### src/rtl/weight_stream_loader.sv
// weight_stream_loader: transmitter side of the neuron weight/bias configuration port.
// Parses a packed 32-bit host stream into per-neuron blocks (header, weights, optional
// bias) and drives the shared weight/bias bus that every neuron snoops.
// Optional feature macro: BIAS_LOAD_EN (defined: each block carries one bias word).
module weight_stream_loader #(
  parameter int maxWeight = 784,
  parameter int cntWidth  = 16
) (
  input  logic        clk,
  input  logic        rst,
  input  logic        start,
  input  logic [15:0] total_neurons,
  input  logic [31:0] s_data,
  input  logic        s_valid,
  output logic        s_ready,
  output logic        weightValid,
  output logic [31:0] weightValue,
  output logic        biasValid,
  output logic [31:0] biasValue,
  output logic [31:0] config_layer_num,
  output logic [31:0] config_neuron_num,
  output logic        busy,
  output logic        done,
  output logic        err,
  output logic [15:0] neurons_loaded
);

  typedef enum logic [2:0] {IDLE, HDR, WGT, BIAS, BLKEND, DONE} state_t;

  state_t              state;
  logic [cntWidth-1:0] remaining;
  logic [15:0]         total_lat;
  logic                accept;

  // A header weight count of zero or beyond the largest legal neuron fan-in is rejected.
  function automatic logic hdr_bad(input logic [cntWidth-1:0] n);
    return (n == '0) || (int'(n) > maxWeight);
  endfunction

  assign s_ready = (state == HDR) || (state == WGT) || (state == BIAS);
  assign accept  = s_valid && s_ready;

  // Session FSM with registered bus outputs; every neuron-side beat lands one clock after its accept.
  always_ff @(posedge clk) begin
    if (rst) begin
      state             <= IDLE;
      busy              <= 1'b0;
      done              <= 1'b0;
      err               <= 1'b0;
      neurons_loaded    <= '0;
      weightValid       <= 1'b0;
      weightValue       <= '0;
      config_layer_num  <= '1;
      config_neuron_num <= '1;
      remaining         <= '0;
      total_lat         <= '0;
`ifdef BIAS_LOAD_EN
      biasValid         <= 1'b0;
      biasValue         <= '0;
`endif
    end else begin
      weightValid <= 1'b0;
      done        <= 1'b0;
`ifdef BIAS_LOAD_EN
      biasValid   <= 1'b0;
`endif
      case (state)
        IDLE: begin
          if (start) begin
            neurons_loaded <= '0;
            err            <= 1'b0;
            total_lat      <= total_neurons;
            if (total_neurons == '0) begin
              // Empty session: report completion straight away.
              busy  <= 1'b0;
              done  <= 1'b1;
              state <= DONE;
            end else begin
              busy  <= 1'b1;
              state <= HDR;
            end
          end
        end
        HDR: begin
          if (accept) begin
            // Address qualifiers move only here, never alongside a weight beat.
            config_layer_num  <= {24'd0, s_data[31:24]};
            config_neuron_num <= {24'd0, s_data[23:16]};
            remaining         <= s_data[cntWidth-1:0];
            if (hdr_bad(s_data[cntWidth-1:0])) begin
              err   <= 1'b1;
              busy  <= 1'b0;
              state <= IDLE;
            end else begin
              state <= WGT;
            end
          end
        end
        WGT: begin
          if (accept) begin
            weightValid <= 1'b1;
            weightValue <= s_data;
            remaining   <= remaining - 1'b1;
            if (remaining == cntWidth'(1)) begin
`ifdef BIAS_LOAD_EN
              state <= BIAS;
`else
              state <= BLKEND;
`endif
            end
          end
        end
`ifdef BIAS_LOAD_EN
        BIAS: begin
          if (accept) begin
            biasValid <= 1'b1;
            biasValue <= s_data;
            state     <= BLKEND;
          end
        end
`endif
        BLKEND: begin
          neurons_loaded <= neurons_loaded + 16'd1;
          if ((neurons_loaded + 16'd1) == total_lat) begin
            busy  <= 1'b0;
            done  <= 1'b1;
            state <= DONE;
          end else begin
            state <= HDR;
          end
        end
        DONE: begin
          state <= IDLE;
        end
        default: begin
          state <= IDLE;
        end
      endcase
    end
  end

`ifndef BIAS_LOAD_EN
  // Without bias loading the neurons keep their hard-coded bias constants.
  assign biasValid = 1'b0;
  assign biasValue = '0;
`endif

endmodule

### config.mk
export PLATFORM = sky130hd
export DESIGN_NAME = weight_stream_loader
export DESIGN_NICKNAME = d
export VERILOG_FILES = /design/src/rtl/weight_stream_loader.sv
export SDC_FILE = /design/constraint.sdc
export NUM_CORES = 1
export LEC_CHECK = 0
export CAP_MARGIN = 30
export CORE_ASPECT_RATIO = 0.9
export CORE_MARGIN = 5
export CORE_UTILIZATION = 46
export CTS_CLUSTER_DIAMETER = 30
export CTS_CLUSTER_SIZE = 40
export DETAILED_ROUTE_END_ITERATION = 6
export GPL_ROUTABILITY_DRIVEN = 0
export HOLD_SLACK_MARGIN = 0.05
export PLACE_DENSITY = 0.93
export SLEW_MARGIN = 20
export SYNTH_ARGS = -nofsm -noshare
export SYNTH_HDL_FRONTEND = slang
export SYNTH_SLANG_ARGS = --single-unit
### constraint.sdc
create_clock -name clk -period 2.3 [get_ports clk]
set_input_delay 0.46 -clock clk [delete_from_list [all_inputs] [get_ports clk]]
set_output_delay 0.46 -clock clk [all_outputs]
set_load 0.01 [all_outputs]
==> reports/summary.txt, run 1 <==
Status = complete, no violations
Remaining DRCs = 0
Min-delay worst type = reg2reg
Total Routing Usage GR = 21.0%
Hold Crit Start = weightValue[25]$_SDFFE_PP0P_
Port bufs = 168
CP max FO = 5
Worst-Margin Slew = 0.653 ns
Startpoint types = flip-flop
Setup slack, reg-to-reg = 0.06 ns
Core Area = 12200 µm²
Worst Clk Skew = 0.00878 ns
Fmax = 447 MHz
Starting DRC count in detailed routing = 546
Row count = 38
Vias = 5729
IO Pins = 202
MaxCap Viol Count = 0
Most frequent cell after synthesis = nand2_1
Initial antenna violation count = 0
Distinct cells, synth = 70
Relative slew slack = 56.5%
Worst Slack Setup Final = 0.0633 ns
Post-synth EDFFs = 0
Fin nets = 932
Area fraction of the dominant cell type after synthesis = 35.9%
Die ar. = 14900 µm²
Global route overflow = 0
Pin count of the biggest net entering global routing = 49
Antenna cells = 0
Post-Place Cells = 1024
Layout cells sized above 1 = 10.7%
Fin. Hold Viols = 0
Area grow syn2layout = 32.7%
Wire length per cell = 16.1 µm
Seq/Total Area, Yosys = 35.9%
Die X = 128 µm
Critical register-to-register path endpoint = state[2]$_SDFFE_PP0P_
Largest cells by area after synthesis = dfxtp_1 36%, buf_4 10%, nand2_1 8.6%
Final WL = 16800 µm
Power Density = 540 nW/µm²
Synth async-reset ratio = 0%
Final period util = 97.2%
Unrepaired setup endpoints after global routing = no
Pre-Repair DR Iteration Count = 5
Initial cell density of the core = 47.4%
Netlist Area Pre-Place = 5800 µm²
Slew Limit Fails = 0
Die height = 116 µm
CTS buffer count = 9
Hold Path Cell Cnt = 2
Root buf cell = clkbuf_16
Arr. time, crit path = 2.50 ns
Vias in the first global route = 5224
CP Data Required Time = 2.56 ns
Routed vias/inst = 5.50
Leakage dissipation = 2.88 nW
Hold Path End = weightValue[25]$_SDFFE_PP0P_
Pre-CTS WS = -0.100 ns
Hold Buf Count CTS = 0
Post-synth top cells = 133 x nand2_1, 104 x dfxtp_1, 87 x a21oi_1, 81 x buf_4, 61 x nor2_1
Longest Clk Path Bufs = 2
Ys flop type = dfxtp_1
Avg Cell Area, Syn = 7.83 µm²
Mapped Cells = 740
Worst setup path class = reg2reg
Final HPWL DP = 12400 µm
Yosys warns = 0
Clk_lat worst skew = 0.35 ns
FILL cells = 953
Largest vdd supply drop = 0.000517 V
H-tree lvl count = 3
Non-Filler Instances = 1042
RR Startpoint = neurons_loaded[0]$_SDFFE_PP0P_
Tmin final = 2.24 ns
Global-route wire length before repair = 25500 µm
Final ANT Viol Nets = 0
R2R depth = 7
Post-synth top area cell = dfxtp_1
CP endpoint kind = flip-flop
Clk slew on worst S/H paths = 0.08 ns
CTS sink count = 104
CTS tree = built
Final setup violation count = 0
Yosys reg bits = 104
==> power by group <==
group | switching [mW] | total, mW | internal, mW
Combinational | 0.365 | 0.730 | 0.365
Clock | 0.757 | 1.53 | 0.770
Sequential | 0.0416 | 1.89 | 1.85
Total | 1.16 | 4.15 | 2.99
==> per-layer routing <==
layer  GRT usage, %  up-vias  wire [µm]
met5              0        -          0
met4           7.99        0        475
met3           7.91       43       2200
met2           33.4      352       7620
met1           26.1     2609       6470
li1               -     2725          -
==> placed cells by master, fill, tap and decap left out, types with 13 or more instances in the layout <==
cell / instances
clkdlybuf4s50_1: 167
nand2_1: 133
dfxtp_1: 102
a21oi_1: 87
nor2_1: 59
buf_4: 49
o21ai_0: 33
conb_1: 33
nor2b_1: 19
a211o_1: 17
xnor2_1: 16
nor3_1: 13
==> worst max-delay path: stages (launching register included) <==
cell and delay [ns]:
dfxtp_1 0.35, ha_2 0.21, nand3_4 0.14, or4_4 0.58, a211oi_2 0.25, nor4b_4 0.22
nand4_1 0.15, o31ai_2 0.24
==> cell type report <==
type                    instances  area, µm²  area share, %
well taps                     160        200           2.60
multi-input cells             537       3000           39.1
inverters                       6       22.5          0.293
repair buffers                219       2080           27.1
flip-flops and latches        104       2080           27.1
clock inverters                 7       70.1          0.911
clock buffers                   9        225           2.93
==> state kept, by name, summed over array words and instances, names as in the netlist <==
register and flops:
weightValid 1, config_layer_num 9, config_neuron_num 8, weightValue 32, total_lat 16, state 3
busy 1, done 1, err 1, neurons_loaded 16, remaining 16
==> worst max-delay path by stage <==
stage                              startpoint  slack (ns)                    end
3_5_place_dp                       s_data[12]       -0.10  state[1]$_SDFFE_PP0P_
6_report       neurons_loaded[0]$_SDFFE_PP0P_        0.06  state[2]$_SDFFE_PP0P_
2_1_floorplan  neurons_loaded[1]$_SDFFE_PP0P_        0.06  state[2]$_SDFFE_PP0P_
3_3_place_gp                       s_data[12]        -0.1  state[1]$_SDFFE_PP0P_
5_1_grt             remaining[2]$_SDFFE_PP0P_       0.002  state[1]$_SDFFE_PP0P_
4_1_cts        neurons_loaded[3]$_SDFFE_PP0P_        0.01  state[2]$_SDFFE_PP0P_
==> cell families (layout without fill, tap and decap cells) <==
family | count (synthesis) | after routing | synth area share [%]
and+or+nand+nor | 295 | 295 | 25.6
AOI/OAI and AO/OA | 185 | 185 | 19.6
buffers and inverters | 131 | 241 | 15.0
DFF | 104 | 104 | 35.9
xor gates and xnor gates | 19 | 19 | 2.87
adders and majority gates | 3 | 3 | 0.648
muxes | 2 | 2 | 0.345
other | 1 | 33 | 0.0647
==> through the flow <==
stage	total power [mW]	TNS (ns)	hold WS [ns]	utilization, %	cell area (µm²)
floorplan	2.39	0	0.448	-	5920
global placement	2.63	-0.0980	0.440	60.1	7350
detailed placement	2.65	-0.128	0.446	60.1	7350
CTS	4.15	0	0.457	62.5	7640
global route	4.29	0	0.472	62.9	7690
finish	4.15	0	0.455	62.9	7690
==> repair_timing <==
| item | in CTS | in global routing |
|---|---|---|
| gates resized for setup | 0 | 7 |
| endpoints found under the setup margin | 0 | 3 |
| buffers inserted | 0 | 2 |
No activity file was read; power rests on OpenSTA's default activity.
==> run 2: changes to the inputs <==
CAP_MARGIN = 0   (was 30)
CORE_UTILIZATION = 41   (was 46)
PLACE_DENSITY = 0.89   (was 0.93)
RECOVER_POWER = 25   (was default)
clock period = 1.8 ns   (was 2.3 ns; I/O delays follow)
==> run 2 against run 1 <==
The flow now finishes with violations (negative setup slack). Total power is 36% higher. Maximum frequency is 7.1% higher. Die area is 11% higher. Clock skew is 0.0025 ns higher.
==> reports/summary.txt, run 2 (synthesis gave the netlist of run 1 again) <==
Arr. time, crit path = 2.34 ns (-0.16 ns)
Tmin final = 2.09 ns (-0.148 ns)
Critical Path Sink = busy$_SDFFE_PP0P_
Min-delay worst type = in2reg
Worst Slack Setup Final = -0.289 ns (-0.352 ns)
Setup slack, reg-to-reg = -0.29 ns (-0.35 ns)
Met1 Use GR = 24.7% (-1.5 points)
Die height = 123 µm (+5.4%)
Port bufs = 168 (unchanged)
Relative slew slack = 63.9% (+7.4 points)
Status = complete, but fails checks
Vias in the first global route = 5621 (+7.6%)
Root buf cell = clkbuf_16
Global route overflow = 0 (unchanged)
Hold Crit Start = s_data[1]
Clk_lat worst skew = 0.36 ns (about the same)
Unrepaired setup endpoints after global routing = yes
Hold Path Cell Cnt = 4 (+2)
CTS buffer count = 9 (unchanged)
Worst setup path class = reg2reg
Most Crowded Layer GR = met2
Final WL = 18900 µm (+13%)
Final HPWL DP = 13300 µm (+7.1%)
Pre-CTS WS = -0.649 ns (-0.549 ns)
Vias = 6020 (+5.1%)
Startpoint types = flip-flop
Antenna cells = 0 (unchanged)
CTS tree = built
Post-route cell area = 8520 µm² (+11%)
Most flops, register = weightValue
Most frequent cells in the layout = 131 x nand2_1, 107 x clkdlybuf4s50_1, 98 x buf_4
IO Pins = 202 (unchanged)
RR Startpoint = neurons_loaded[0]$_SDFFE_PP0P_
R2R depth = 8 (+1)
Routed vias/inst = 5.28 (-4.0%)
Largest vdd supply drop = 0.000725 V (+40%)
CP max FO = 3 (-2)
Die X = 135 µm (+5.5%)
CP endpoint kind = flip-flop
Clk slew on worst S/H paths = 0.08 ns (about the same)
Worst-Margin Slew = 0.542 ns (-0.111 ns)
CP max stage delay = 0.55 ns (-0.03 ns)
Hold Buf Count CTS = 0 (unchanged)
Worst Clk Skew = 0.0113 ns (+0.00250 ns)
CP Data Required Time = 2.05 ns (-0.51 ns)
Initial cell density of the core = 41.5% (-5.9 points)
Max FFs per register = 32 (unchanged)
Critical register-to-register path endpoint = busy$_SDFFE_PP0P_
Initial antenna violation count = 0 (unchanged)
Commonest non-fill, non-tap cell in the layout = nand2_1
Global-route wire length before repair = 28700 µm (+12%)
Slew Limit Fails = 0 (unchanged)
Power Density = 660 nW/µm² (+22%)
Leakage dissipation = 3.33 nW (+16%)
MaxCap Viol Count = 0 (unchanged)
Final Util = 61.1% (-1.9 points)
Met2 Use GR = 37.4% (+4.0 points)
Met3 global-route usage = 7.38% (-0.53 points)
Dpl cell area = 7910 µm² (+7.7%)
PnR Total Power = 5.63 mW (+36%)
CTS sink count = 104 (unchanged)
Layout cells sized above 1 = 21.4% (+11 points)
Final period util = 116% (+19 points)
Wire length per cell = 16.6 µm (+3.0%)
Longest Clk Path Bufs = 2 (unchanged)
H-tree lvl count = 3 (unchanged)
Remaining DRCs = 0 (unchanged)
Total Routing Usage GR = 21.5% (+0.42 points)
Final setup violation count = 11 (+11)
Core Area = 14000 µm² (+14%)
Failing checks = negative setup slack
Slowest CP cell = or4_4
Fin. Hold Viols = 0 (unchanged)
Hold slack = 0.438 ns (-0.0171 ns)
Starting DRC count in detailed routing = 561 (+2.7%)
Pre-Repair DR Iteration Count = 5 (unchanged)
Fmax = 479 MHz (+7.1%)
Fin nets = 997 (+7.0%)
Area grow syn2layout = 47.0%
Row count = 41 (+7.9%)
CP Launch Point = neurons_loaded[0]$_SDFFE_PP0P_
Pin count of the biggest net entering global routing = 47 (-4.1%)
Final ANT Viol Nets = 0 (unchanged)
CP cell instances = ha_4 > nand3_4 > or4_4 > buf_4 > buf_6 > a2111oi_4 > and2_1 > a31oi_1
Die ar. = 16600 µm² (+11%)
run 2: changes by cell type in the layout (fill, tap and decap cells not counted), moves of 4 or more:
cell and delta:
dfxtp_1 -12, buf_6 +5, clkdlybuf4s50_1 -60, dlygate4sd2_1 +52, o21ai_2 +5, o21ai_0 -8
dfxtp_4 +4, a21oi_1 -4, buf_4 +49, dlymetal6s2s_1 +7, dfxtp_2 +8, a21oi_2 +4
run 2: report_power, final:
group	internal [mW]	switching (mW)	total (mW)
clock	1.13	0.999	2.12
combinational	0.535	0.548	1.08
sequential	2.36	0.0581	2.42
total	4.02	1.61	5.63
run 2: per-stage QoR:
| stage | setup TNS, ns | cells |
|---|---|---|
| floorplan | -0.483 | 772 |
| global placement | -10.87 | 1115 |
| detailed placement | -12.09 | 1115 |
| CTS | -1.35 | 1134 |
| global route | -4.00 | 1140 |
| finish | -2.21 | 1140 |
run 2: worst max-delay path, delay by kind of cell (launching register included):
family	cells	cell delay, ns
DFF	1	0.37
adders and majority gates	1	0.15
AOI/OAI and AO/OA	2	0.38
buffers and inverters	2	0.27
and+or+nand+nor	3	0.82
run 2: worst min path at each step:
stage                                           to  slack, ns
finish                 weightValue[1]$_SDFFE_PP0P_       0.44
global placement      weightValue[30]$_SDFFE_PP0P_       0.44
detailed placement    weightValue[17]$_SDFFE_PP0P_       0.45
CTS                 neurons_loaded[0]$_SDFFE_PP0P_       0.45
floorplan                total_lat[1]$_SDFFE_PP0P_       0.45
global route          weightValue[14]$_SDFFE_PP0P_       0.45
run 2: per-layer routing:
metal / vias up / routed length [µm]
li1: 2858 / -
met1: 2841 / 7230
met2: 279 / 9460
met3: 42 / 1720
met4: 0 / 485
met5: - / 0
run 2: layout make-up:
cell class              count  area, µm²
clock buffers               9        225
clock inverters             7       98.8
multi-input cells         537       3230
fillers                  1153       5430
inverters                   6       22.5
repair buffers            284       2590
flip-flops and latches    104       2110
well taps                 193        241
run 2: timing repair:
item                       CTS  global route
setup endpoints to repair   71            18
hold endpoints to repair     0             0
cloned                       1             0
pin swaps                   19            19
gates resized for setup     91            36
buffers inserted             2             6
==> run 3: changes to the inputs <==
--- a/config.mk
+++ b/config.mk
@@ -8,5 +8,7 @@
 export CAP_MARGIN = 0
+export CELL_PAD_IN_SITES_DETAIL_PLACEMENT = 1
+export CELL_PAD_IN_SITES_GLOBAL_PLACEMENT = 2
 export CORE_ASPECT_RATIO = 0.9
 export CORE_MARGIN = 5
-export CORE_UTILIZATION = 41
+export CORE_UTILIZATION = 32
 export CTS_CLUSTER_DIAMETER = 30
@@ -14,5 +16,6 @@
 export DETAILED_ROUTE_END_ITERATION = 6
+export DONT_BUFFER_PORTS = 1
 export GPL_ROUTABILITY_DRIVEN = 0
 export HOLD_SLACK_MARGIN = 0.05
-export PLACE_DENSITY = 0.89
+export PLACE_DENSITY = 0.88
 export RECOVER_POWER = 25
==> constraint.sdc (replaced) <==
create_clock -name clk -period 1.8 [get_ports clk]
set_input_delay 0.45 -clock clk [delete_from_list [all_inputs] [get_ports clk]]
set_output_delay 0.45 -clock clk [all_outputs]
set_load 0.01 [all_outputs]
==> run 3 against run 2 <==
The run still ends with negative setup slack left. Die area is 26% higher. Setup slack better by 0.066 ns. Flip-flop and latch count unchanged. Via count decreased by 14%. Sequential share of layout area rose by 6.6 points. Wire length is 1.8% lower. Clock skew fell by 0.0030 ns. Critical path type unchanged. Critical endpoint is now state[2]$_SDFFE_PP0P_. Largest cell class unchanged. Largest power group unchanged.
==> reports/summary.txt, run 3 (synthesis gave the netlist of run 1 again) <==
Failing checks = negative setup slack
Final Util = 38.0% (-23 points)
Switching share of power = 28.7% (+0.13 points)
Vias in the first global route = 5270 (-6.2%)
Vias = 5183 (-14%)
Area grow syn2layout = 16.1%
Startpoint types = flip-flop
Most frequent CP cell = nand2_1
Pre-CTS WS = -0.259 ns (+0.390 ns)
Tmin final = 2.02 ns (-0.0665 ns)
NetSw = 1.45 mW (-9.9%)
Root buf cell = clkbuf_16
IO Pins = 202 (unchanged)
Starting DRC count in detailed routing = 240 (-57%)
Power Density = 750 nW/µm² (+14%)
Part of the power in registers = 48.4% (+5.4 points)
Antenna cells = 0 (unchanged)
Most flops, register = weightValue
CP max FO = 5 (+2)
Max FFs per register = 32 (unchanged)
Post-route cell area = 6730 µm² (-21%)
Dpl cell area = 6140 µm² (-22%)
Slowest CP cell = or4_4
Remaining DRCs = 0 (unchanged)
Worst-Margin Slew = 0.547 ns (+0.00446 ns)
Min-delay worst type = in2reg
Worst setup path class = reg2reg
Global-route wire length before repair = 28400 µm (-0.82%)
CP cell instances = or4_4 > nor4b_4 > nand2_1 > o41ai_4 > nand2_1 > o31ai_2
Final period util = 112% (-3.7 points)
CP max stage delay = 0.55 ns (about the same)
Wire length per cell = 18.6 µm (+12%)
Hold Buf Count CTS = 0 (unchanged)
Pin count of the biggest net entering global routing = 105 (+120%)
MaxCap Viol Count = 0 (unchanged)
Clk slew on worst S/H paths = 0.08 ns (about the same)
WP buf/inv = 0 (-2)
Relative slew slack = 63.3% (-0.61 points)
Initial cell density of the core = 32.7% (-8.8 points)
Worst Slack Setup Final = -0.222 ns (+0.0665 ns)
Die ar. = 20900 µm² (+26%)
Die X = 152 µm (+12%)
CTS tree = built
CTS buffer count = 9 (unchanged)
Hold slack = 0.181 ns (-0.257 ns)
Final setup violation count = 11 (unchanged)
Initial antenna violation count = 0 (unchanged)
CTS sink count = 104 (unchanged)
Worst Clk Skew = 0.00829 ns (-0.00298 ns)
Port bufs = 0 (-100%)
Clk_lat worst skew = 0.36 ns (about the same)
Final HPWL DP = 13200 µm (-0.35%)
Routed vias/inst = 5.19 (-1.8%)
Final WL = 18500 µm (-1.8%)
Largest vdd supply drop = 0.000418 V (-42%)
CP Data Required Time = 2.08 ns (+0.03 ns)
Leakage dissipation = 2.54 nW (-24%)
Core Area = 17700 µm² (+27%)
Global route overflow = 0 (unchanged)
Die height = 138 µm (+12%)
Unrepaired setup endpoints after global routing = yes
Status = complete, but fails checks
Slew Limit Fails = 0 (unchanged)
H-tree lvl count = 3 (unchanged)
Fin. Hold Viols = 0 (unchanged)
Layout cells sized above 1 = 23.3% (+1.9 points)
Row count = 46 (+12%)
Internal Power = 3.60 mW (-10%)
Total Routing Usage GR = 16.7% (-4.8 points)
FILL cells = 2172 (+88%)
CP endpoint kind = flip-flop
Pre-Repair DR Iteration Count = 4 (-1)
Comb power frac = 12.8% (-6.4 points)
Final ANT Viol Nets = 0 (unchanged)
Fin nets = 809 (-19%)
Delay-heaviest family, CP = simple AND/OR/NAND/NOR gates
Longest Clk Path Bufs = 2 (unchanged)
PnR Total Power = 5.05 mW (-10%)
Arr. time, crit path = 2.30 ns (-0.04 ns)
Commonest non-fill, non-tap cell in the layout = nand2_1
Fmax = 495 MHz (+3.3%)
Most frequent cells in the layout = 131 x nand2_1, 90 x dfxtp_1, 88 x buf_4
Clock power share = 38.7% (+0.9 points)
run 3: layer usage:
metal,share of wire (%),GRT usage [%],wire [µm]
met1,43,20.4,7970
met2,48,28.3,8990
met4,1.5,3.89,281
met3,7.0,6.12,1300
met5,0,0,0
run 3: through the flow:
stage | setup TNS (ns) | std cells
after floorplan | -0.483 | 772
after global placement | -1.53 | 975
after detailed placement | -1.87 | 975
after CTS | -1.53 | 993
after global routing | -4.66 | 999
final | -1.62 | 999
run 3: worst register-to-register path: stages, from the launching register on:
cell     delay, ns
dfxtp_2       0.32
or4_4         0.55
nor4b_4       0.37
nand2_1       0.16
o41ai_4       0.32
nand2_1       0.14
o31ai_2       0.08
run 3: cell type report:
cell class	count	area (µm²)	share of cell area (%)
Tap cell	240	300	4.46
Clock inverter	6	58.8	0.874
Inverter	6	22.5	0.335
Multi-Input combinational cell	537	3210	47.8
Timing Repair Buffer	96	793	11.8
Sequential cell	104	2110	31.4
Clock buffer	10	229	3.40
run 3: repair_timing:
item / CTS / global route
endpoints found under the setup margin: 39 / 60
gates resized for setup: 24 / 35
setup buffers: 2 / 6
pin swaps: 10 / 17
run 3: path summary, 6_finish.rpt:
| kind | start | to | slack (ns) | cells past startpoint |
|---|---|---|---|---|
| worst max-delay path | remaining[5]$_SDFFE_PP0P_ | state[2]$_SDFFE_PP0P_ | -0.22 | 6 |
| worst max register to register | remaining[5]$_SDFFE_PP0P_ | state[2]$_SDFFE_PP0P_ | -0.22 | 6 |
| worst min-delay path | rst | weightValue[30]$_SDFFE_PP0P_ | 0.18 | 1 |
| worst min register to register | total_lat[13]$_SDFFE_PP0P_ | total_lat[13]$_SDFFE_PP0P_ | 0.47 | 2 |
run 3: power groups by stage:
stage | sequential (mW) | clock, mW | combinational [mW]
finish | 2.44 | 1.96 | 0.647
global route | 2.45 | 2.12 | 0.707
CTS | 2.45 | 2.02 | 0.599
detailed placement | 2.50 | 0 | 0.551
global placement | 2.50 | 0 | 0.541
floorplan | 2.49 | 0 | 0.574
